File: config.mk
export PLATFORM = sky130hd
export DESIGN_NAME = icache_refill_ctrl
export DESIGN_NICKNAME = d
export VERILOG_FILES = /design/src/rtl/icache_refill_ctrl.sv
export SDC_FILE = /design/constraint.sdc
export NUM_CORES = 2
export LEC_CHECK = 0
export CAP_MARGIN = 30
export CELL_PAD_IN_SITES_DETAIL_PLACEMENT = 1
export CELL_PAD_IN_SITES_GLOBAL_PLACEMENT = 1
export CORE_MARGIN = 3
export CORE_UTILIZATION = 44
export CTS_CLUSTER_SIZE = 28
export DETAILED_ROUTE_END_ITERATION = 8
export GPL_TIMING_DRIVEN = 0
export MAX_ROUTING_LAYER = met4
export PLACE_DENSITY = 0.88
export RECOVER_POWER = 100
export SYNTH_ARGS = -nofsm -noshare
export SYNTH_HDL_FRONTEND = slang
export SYNTH_SLANG_ARGS = --single-unit
File: constraint.sdc
create_clock -name i_clk -period 48.5 [get_ports i_clk]
set_input_delay 9.7 -clock i_clk [delete_from_list [all_inputs] [get_ports i_clk]]
set_output_delay 9.7 -clock i_clk [all_outputs]
set_load 0.01 [all_outputs]
File: src/rtl/icache_refill_ctrl.sv
// icache_refill_ctrl: on an I-cache miss at the fetch PC, stalls fetch, issues one
// AXI4 INCR burst for the line containing the PC, assembles the beats into a cache
// line and pulses the cache write strobe. A bad burst parks the block in FAULT.
//
// Ports:
//   i_clk, i_arst       clock, asynchronous active-high reset
//   i_read_addr         fetch PC
//   i_icache_hit        I-cache hit for i_read_addr (sampled only in IDLE)
//   o_stall_fetch       combinational fetch/PC freeze
//   o_instr_we          one-cycle line write strobe
//   o_instr_block       assembled line (held outside the write cycle)
//   o_fetch_fault       sticky bus-error flag
//   o_axi_ar*           AXI read address channel (len/size/burst are constants)
//   i_axi_r*, o_axi_rready  AXI read data channel
module icache_refill_ctrl #(
  parameter int unsigned ADDR_WIDTH     = 64,
  parameter int unsigned BLOCK_WIDTH    = 512,
  parameter int unsigned AXI_DATA_WIDTH = 64
) (
  input  logic                      i_clk,
  input  logic                      i_arst,
  input  logic [ADDR_WIDTH-1:0]     i_read_addr,
  input  logic                      i_icache_hit,
  output logic                      o_stall_fetch,
  output logic                      o_instr_we,
  output logic [BLOCK_WIDTH-1:0]    o_instr_block,
  output logic                      o_fetch_fault,
  output logic [ADDR_WIDTH-1:0]     o_axi_araddr,
  output logic [7:0]                o_axi_arlen,
  output logic [2:0]                o_axi_arsize,
  output logic [1:0]                o_axi_arburst,
  output logic                      o_axi_arvalid,
  input  logic                      i_axi_arready,
  input  logic [AXI_DATA_WIDTH-1:0] i_axi_rdata,
  input  logic [1:0]                i_axi_rresp,
  input  logic                      i_axi_rlast,
  input  logic                      i_axi_rvalid,
  output logic                      o_axi_rready
);

  localparam int unsigned BEATS = BLOCK_WIDTH / AXI_DATA_WIDTH;
  localparam int unsigned CNT_W = (BEATS > 1) ? $clog2(BEATS) : 1;
  localparam int unsigned OFF_W = $clog2(BLOCK_WIDTH / 8);
  localparam logic [CNT_W-1:0] CNT_LAST = CNT_W'(BEATS - 1);

  localparam logic [2:0] S_IDLE  = 3'd0;
  localparam logic [2:0] S_ADDR  = 3'd1;
  localparam logic [2:0] S_DATA  = 3'd2;
  localparam logic [2:0] S_WRITE = 3'd3;
  localparam logic [2:0] S_FAULT = 3'd4;

  typedef logic [BEATS-1:0][AXI_DATA_WIDTH-1:0] line_t;

  logic [2:0]            state_q, state_n;
  logic [CNT_W-1:0]      cnt_q, cnt_n;
  logic                  err_q, err_n;
  logic [ADDR_WIDTH-1:0] araddr_q, araddr_n;
  logic                  arvalid_q, arvalid_n;
  logic                  rready_q, rready_n;
  logic                  we_q, we_n;
  logic                  fault_q, fault_n;
  line_t                 line_q, line_n;
  line_t                 block_q, block_n;
  logic                  beat;

  // Line offset bits of the PC are dropped by alignment.
  logic unused_addr_bits;
  assign unused_addr_bits = ^i_read_addr[OFF_W-1:0];

  // Burst shape is fixed by the line geometry; valid during reset as well.
  assign o_axi_arlen   = 8'(BEATS - 1);
  assign o_axi_arsize  = 3'($clog2(AXI_DATA_WIDTH / 8));
  assign o_axi_arburst = 2'b01;

  assign o_axi_araddr  = araddr_q;
  assign o_axi_arvalid = arvalid_q;
  assign o_axi_rready  = rready_q;
  assign o_instr_we    = we_q;
  assign o_fetch_fault = fault_q;
  assign o_instr_block = block_q;

  // Freeze the PC in the same cycle the miss is seen.
  assign o_stall_fetch = (state_q != S_IDLE) | ~i_icache_hit;

  assign beat = i_axi_rvalid & rready_q;

  // State register and registered outputs.
  always_ff @(posedge i_clk or posedge i_arst) begin
    if (i_arst) begin
      state_q   <= S_IDLE;
      cnt_q     <= '0;
      err_q     <= 1'b0;
      araddr_q  <= '0;
      arvalid_q <= 1'b0;
      rready_q  <= 1'b0;
      we_q      <= 1'b0;
      fault_q   <= 1'b0;
      line_q    <= '0;
      block_q   <= '0;
    end else begin
      state_q   <= state_n;
      cnt_q     <= cnt_n;
      err_q     <= err_n;
      araddr_q  <= araddr_n;
      arvalid_q <= arvalid_n;
      rready_q  <= rready_n;
      we_q      <= we_n;
      fault_q   <= fault_n;
      line_q    <= line_n;
      block_q   <= block_n;
    end
  end

  // Next-state and next-output decode.
  always_comb begin
    state_n  = state_q;
    cnt_n    = cnt_q;
    err_n    = err_q;
    araddr_n = araddr_q;
    line_n   = line_q;
    block_n  = block_q;

    case (state_q)
      S_IDLE: begin
        if (!i_icache_hit) begin
          araddr_n = {i_read_addr[ADDR_WIDTH-1:OFF_W], {OFF_W{1'b0}}};
          cnt_n    = '0;
          err_n    = 1'b0;
          state_n  = S_ADDR;
        end
      end
      S_ADDR: begin
        if (arvalid_q && i_axi_arready) state_n = S_DATA;
      end
      S_DATA: begin
        if (beat) begin
          line_n[cnt_q] = i_axi_rdata;
          cnt_n         = cnt_q + CNT_W'(1);
          err_n         = err_q | (i_axi_rresp != 2'b00);
          // Errors are only acted on once the burst reaches rlast or its final beat.
          if (i_axi_rlast || (cnt_q == CNT_LAST)) begin
            if (i_axi_rlast && (cnt_q == CNT_LAST) && !err_n) state_n = S_WRITE;
            else                                               state_n = S_FAULT;
          end
        end
      end
      S_WRITE: state_n = S_IDLE;
      S_FAULT: state_n = S_FAULT;
      default: state_n = S_IDLE;
    endcase

    // rready rises the cycle after DATA is entered and drops with the final beat.
    arvalid_n = (state_n == S_ADDR);
    rready_n  = (state_q == S_DATA) && (state_n == S_DATA);
    we_n      = (state_n == S_WRITE);
    fault_n   = (state_n == S_FAULT);
    if (state_n == S_WRITE) block_n = line_n;
  end

endmodule

; After elaboration in Yosys (flattened, before gate mapping)
; Cells that the tools add are included.
[op_classes]
add_sub_neg = 1
order_cmp = 2
eq_ne = 10
muxes = 17
bitwise_logic = 4
reduce_logical = 13
[ops]
columns = operator, count
row1 = 2-to-1 mux 512 bit, 2
row2 = bitwise mux 512 bit, 1
row3 = demux 64 bit (select 3 bit), 1
row4 = 2-to-1 mux 64 bit, 1
row5 = 2-to-1 mux 3 bit, 7
row6 = one-hot mux 3 bit (4 select lines), 1
row7 = "== test 3 x 2 -> 1 bit, second input constant", 3
row8 = "== test 3 bit, second input constant", 3
row9 = "== test 3 x 1 -> 1 bit, second input constant", 2
row10 = one-hot mux 3 bit (2 select lines), 1
row11 = logical AND 1 bit, 5
row12 = "< comparator 3 x 4 -> 1 bit, second input constant", 1
row13 = "!= test 2 bit, second input constant", 2
row14 = nonzero test 2 bit, 2
row15 = "adder 3 x 1 -> 3 bit, second input constant", 1
row16 = ">= comparator 3 x 1 -> 1 bit, second input constant", 1
row17 = logical NOT 3 bit, 1
row18 = AND reduction 3 bit, 1
row19 = nonzero test 3 bit, 1
row20 = 2-to-1 mux 1 bit, 2
row21 = bitwise OR 1 bit, 2
row22 = one-hot mux 1 bit (2 select lines), 1
row23 = AND reduction 2 bit, 1
row24 = bitwise AND 1 bit, 1
row25 = 3 further kinds, 3
[totals]
reg_bits = 1093
inputBits = 136
out_inout_bits = 594
elab_cells = 71

; Logic depth before layout (Yosys ltp)
[depth]
depth_word = 10
depth_mapped = 8
mapped_depth_nobuf = 6

; Worst setup path before layout
; OpenSTA, ideal clock, no wires.
[synth_timing]
kind = input to output
startpoint = in i_icache_hit
endpoint = out o_stall_fetch
arrival_ns = 9.943
required_ns = 38.800
path_slack_ns = 28.857
path_stages = 2
n_path_buf = 0
cell_sequence = nor2b_1 nand2_1
[synth_between]
elab_chain_cells = 2
[synth_rtl]
columns = item, line_no
row1 = "start, declared", 23  ; input logic i_icache_hit,
row2 = NOT 1 bit (no source line), -
row3 = bitwise OR 1 bit, 83  ; assign o_stall_fetch = (state_q != S_IDLE) | ~i_icache_hit;
row4 = "end, declared", 24  ; output logic o_stall_fetch,
; Every way passes these cells.

==> summary.txt <==
Cells and area
  – Share of cells above drive strength 1: 19.0%
  – Multi-input gate area: 12700 um^2
  – Reg area: 27400 um^2
  – Nets: 3475
  – Core Util, Final: 56.6%
  – Synthesis-to-layout area growth: 27.2%
  – Fillers: 8664

Power and ir drop
  – Maximum vdd drop: 34.9 uV
  – Cell Int Power: 1.52 mW
  – Clock share of power: 43.6%
  – Pwr Density: 38.1 nW/um^2
  – Switching share of power: 24.7%
  – Switching pwr: 500 uW
  – Pleak: 28.7 nW
  – Reg power frac: 47.9%
  – Comb power frac: 8.5%

Critical path
  – Bufs and invs on worst path: 6
  – Critical Path, Cell by Cell: dlygate4sd3_1 -> clkinvlp_2 -> clkbuf_1 -> clkbuf_1 -> clkbuf_1 -> clkbuf_1
  – WP data required: 47.83 ns
  – CP Class: in2async
  – Worst-path maximum fanout: 128
  – Top delay family on crit path: buffers and inverters
  – Worst path arrival time: 29.17 ns
  – Slowest cell on crit path: clkbuf_1
  – Critical Path Sink Type: async pin
  – CP Launch Type: input port
  – Crit-path max cell delay: 4.88 ns
  – Most used cell along the critical path: clkbuf_1

Timing
  – Fmax: 33.5 MHz
  – Worst slew pin tran: 6.82 ns
  – Hold_ws: 0.472 ns
  – Final setup viols: 0
  – Slew margin rel.: -355%
  – RSZ-0062 raised after global routing: no
  – Post-layout min period: 29.84 ns
  – Final Slew Violations: 1123
  – Setup TNS: 0 ns
  – Final period utilization: 61.5%
  – Clock Skews: 0.0303 ns
  – Hold Fails Final Rpt: 0

Drt
  – Initial DRT Pass Iterations: 4
  – Per-cell routed wire length: 29.4 um
  – DRT antenna net count: 0
  – # DRC: 0
  – Via density per instance: 5.31
  – Total Wirelength: 138000 um
  – Routed vias: 24868
  – Initial drt markers: 1446

Clocking
  – Clock Path Buffers: 3
  – Worst-skew pair later-pin latency: 0.70 ns
  – Num CTS Buffers: 111
  – Post_cts resized: 0
  – Reg clk slew, reported paths: 0.06 ns
  – Setup bufs post-CTS: 0
  – Hold-fix buffers, CTS: 0
  – CTS tree: done
  – Clock root buffer: clkbuf_16
  – CTS sink cnt: 1093
  – H-tree Lvls: 3

Worst hold path
  – Hold Crit Class: reg2reg

Outcome
  – Failing checks: max-capacitance violations, max-slew violations
  – Status: finished with violations

Floorplan
  – Initial Util: 44.5%
  – Die outline height: 314 um
  – Core area: 93700 um^2
  – Rows: 112
  – Die width: 314 um
  – I/O pin count: 730
  – DIE AREA: 98600 um^2

Synthesis
  – Largest cells by area after synthesis: dfrtp_1 66%, mux2_2 23%, mux2_4 5.3%, nand2_1 1.6%, buf_6 1.6%
  – Average cell area after synthesis: 16.7 um^2
  – Register bit total from synthesis: 1093
  – Netlist cell types: 41
  – Post-Synth Simple-Gate Area: 2.31%
  – Post-synthesis sequential area ratio: 65.5%
  – Synth warn: 0
  – Largest family of logic cells by synthesized area: multiplexers
  – XOR/XNOR Fraction of Synth Area: 0%
  – Area leader, netlist: dfrtp_1
  – Synth top area share: 65.5%
  – Synthesized cell area: 41700 um^2
  – Post-synthesis compound-gate area fraction: 0.180%
  – Mux share of post-synthesis cell area: 29.0%
  – Syn Inst Count: 2493
  – Synth Area in Adders: 0.0599%

Global routing
  – Largest net degree at the start of global routing: 130
  – Initial antenna violation count: 6
  – Tot GR Track Use: 28.8%
  – Vias in the first global route: 28842
  – Global-route wire length before repair: 203000 um
  – Total gr overflow: 0

Placed design
  – Gpl congestion: 0.838
  – PortBufs: 704
  – Dpl hpwl: 92100 um

Run
  – MaxCap Viol Count: 12
-- logic make-up (layout without fill, tap and decap cells) --
logic type      count (synthesis)  count (layout)
flops                        1093            1093
mux                          1024            1024
simple gates                  214             214
buf+inv                       145            1064
compound gates                 13              13
fa+ha+maj                       2               2
other cells                     2              21
-- metrics by stage --
| stage | cells | setup WS, ns | area [um^2] | total power, mW |
|---|---|---|---|---|
| 6_report | 4685 | 18.66 | 53100 | 2.02 |
| 3_3_place_gp | 4468 | -4.03 | 50400 | 1.16 |
| 4_1_cts | 4683 | 27.72 | 54400 | 2.06 |
| 2_1_floorplan | 2510 | 8.03 | 41800 | 1.06 |
| 3_5_place_dp | 4478 | 27.73 | 50700 | 1.17 |
| 5_1_grt | 4684 | 14.88 | 53100 | 2.10 |
-- path summary, 6_finish.rpt --
kind                                       start  slack, ns                 end  cells after the start
min in group asynchronous                 i_arst      10.31    o_axi_araddr[49]                      2
worst min-delay path            o_axi_araddr[44]       0.47    o_axi_araddr[44]                      2
worst min register to register  o_axi_araddr[44]       0.47    o_axi_araddr[44]                      2
worst max register to register        state_q[0]      43.59  o_instr_block[386]                      6
max in group i_clk                  i_icache_hit      27.56       o_stall_fetch                      4
worst max-delay path                      i_arst      18.66         line_q[412]                      6
-- worst register-to-register path, stage by stage, from the launching register on --
cell      delay [ns]
dfrtp_1         0.49
or3b_2          0.56
nor4_1          0.19
clkbuf_1        0.90
clkbuf_1        1.25
clkbuf_1        0.97
mux2_1          0.43
-- flip-flops by register name, summed over array words and instances, names as in the netlist --
| register | count |
|---|---|
| o_fetch_fault | 1 |
| o_instr_block | 512 |
| o_axi_araddr | 58 |
| o_axi_rready | 1 |
| cnt_q | 3 |
| line_q | 512 |
| o_axi_arvalid | 1 |
| state_q | 3 |
| err_q | 1 |
| o_instr_we | 1 |
-- power groups by stage --
stage / registers (mW) / logic [mW] / clock network (mW)
floorplan: 0.995 / 0.0695 / 0
global placement: 0.986 / 0.173 / 0
detailed placement: 0.985 / 0.184 / 0
CTS: 0.970 / 0.188 / 0.899
global route: 0.973 / 0.186 / 0.938
finish: 0.969 / 0.171 / 0.883
-- per-layer routing --
layer	global-route usage, %	vias to the layer above	wire (um)
li1	-	10348	-
met2	49.5	785	70900
met5	-	-	0
met3	6.58	343	8000
met4	12.7	0	7210
met1	32.1	13392	51500
-- synth_stat cells --
| library cell | n |
|---|---|
| or3_1 | 1 |
| nand4_4 | 2 |
| or3b_2 | 1 |
| mux2_1 | 40 |
| clkbuf_1 | 12 |
| nor4_1 | 2 |
| buf_1 | 2 |
| buf_12 | 1 |
| inv_1 | 3 |
| or4b_1 | 1 |
| nand2_4 | 2 |
| nor3_1 | 1 |
| nor4b_4 | 1 |
| nor2b_1 | 2 |
| a21oi_1 | 7 |
| o31ai_1 | 1 |
| conb_1 | 2 |
| ha_1 | 2 |
| or4_1 | 1 |
| nand3_2 | 2 |
| nand3b_1 | 1 |
| nand4_1 | 1 |
| nor2_2 | 1 |
| buf_2 | 38 |
| o21ai_0 | 3 |
| or2_2 | 1 |
| nor4_2 | 2 |
| o211ai_1 | 1 |
| o21ba_2 | 1 |
| buf_6 | 58 |
| nand2_2 | 2 |
| and4b_1 | 1 |
| nor2_1 | 4 |
| nor3_2 | 1 |
| nand2_1 | 183 |
| buf_8 | 10 |
| and4_1 | 1 |
| mux2_2 | 836 |
| mux2_4 | 148 |
| dfrtp_1 | 1093 |
| buf_4 | 21 |
-- placed cells by master (no fill, tap or decap), types with 3 or more instances in the layout --
cell type,n
clkbuf_1,151
dlygate4sd3_1,579
inv_6,3
nor4_1,3
nor2_1,4
o21ai_0,3
clkbuf_8,26
clkinvlp_4,4
clkinv_2,20
a21oi_1,7
clkbuf_16,112
mux2_2,424
dfrtp_1,1093
clkdlybuf4s50_1,125
buf_6,5
mux2_1,584
mux2_4,16
conb_1,19
nand2_1,187
nand4_1,3
buf_4,20
bufinv_16,8
-- area by class of cell --
cell class / count / share of cell area (%)
well taps: 1254 / 2.96
clock inverters: 40 / 0.886
diodes: 2 / 0.00943
clock buffers: 165 / 6.14
multi-input cells: 1272 / 23.9
inverters: 3 / 0.0236
flip-flops and latches: 1093 / 51.5
repair buffers: 714 / 13.3
plain buffers: 142 / 1.26
No activity file was read; power rests on OpenSTA's default activity.
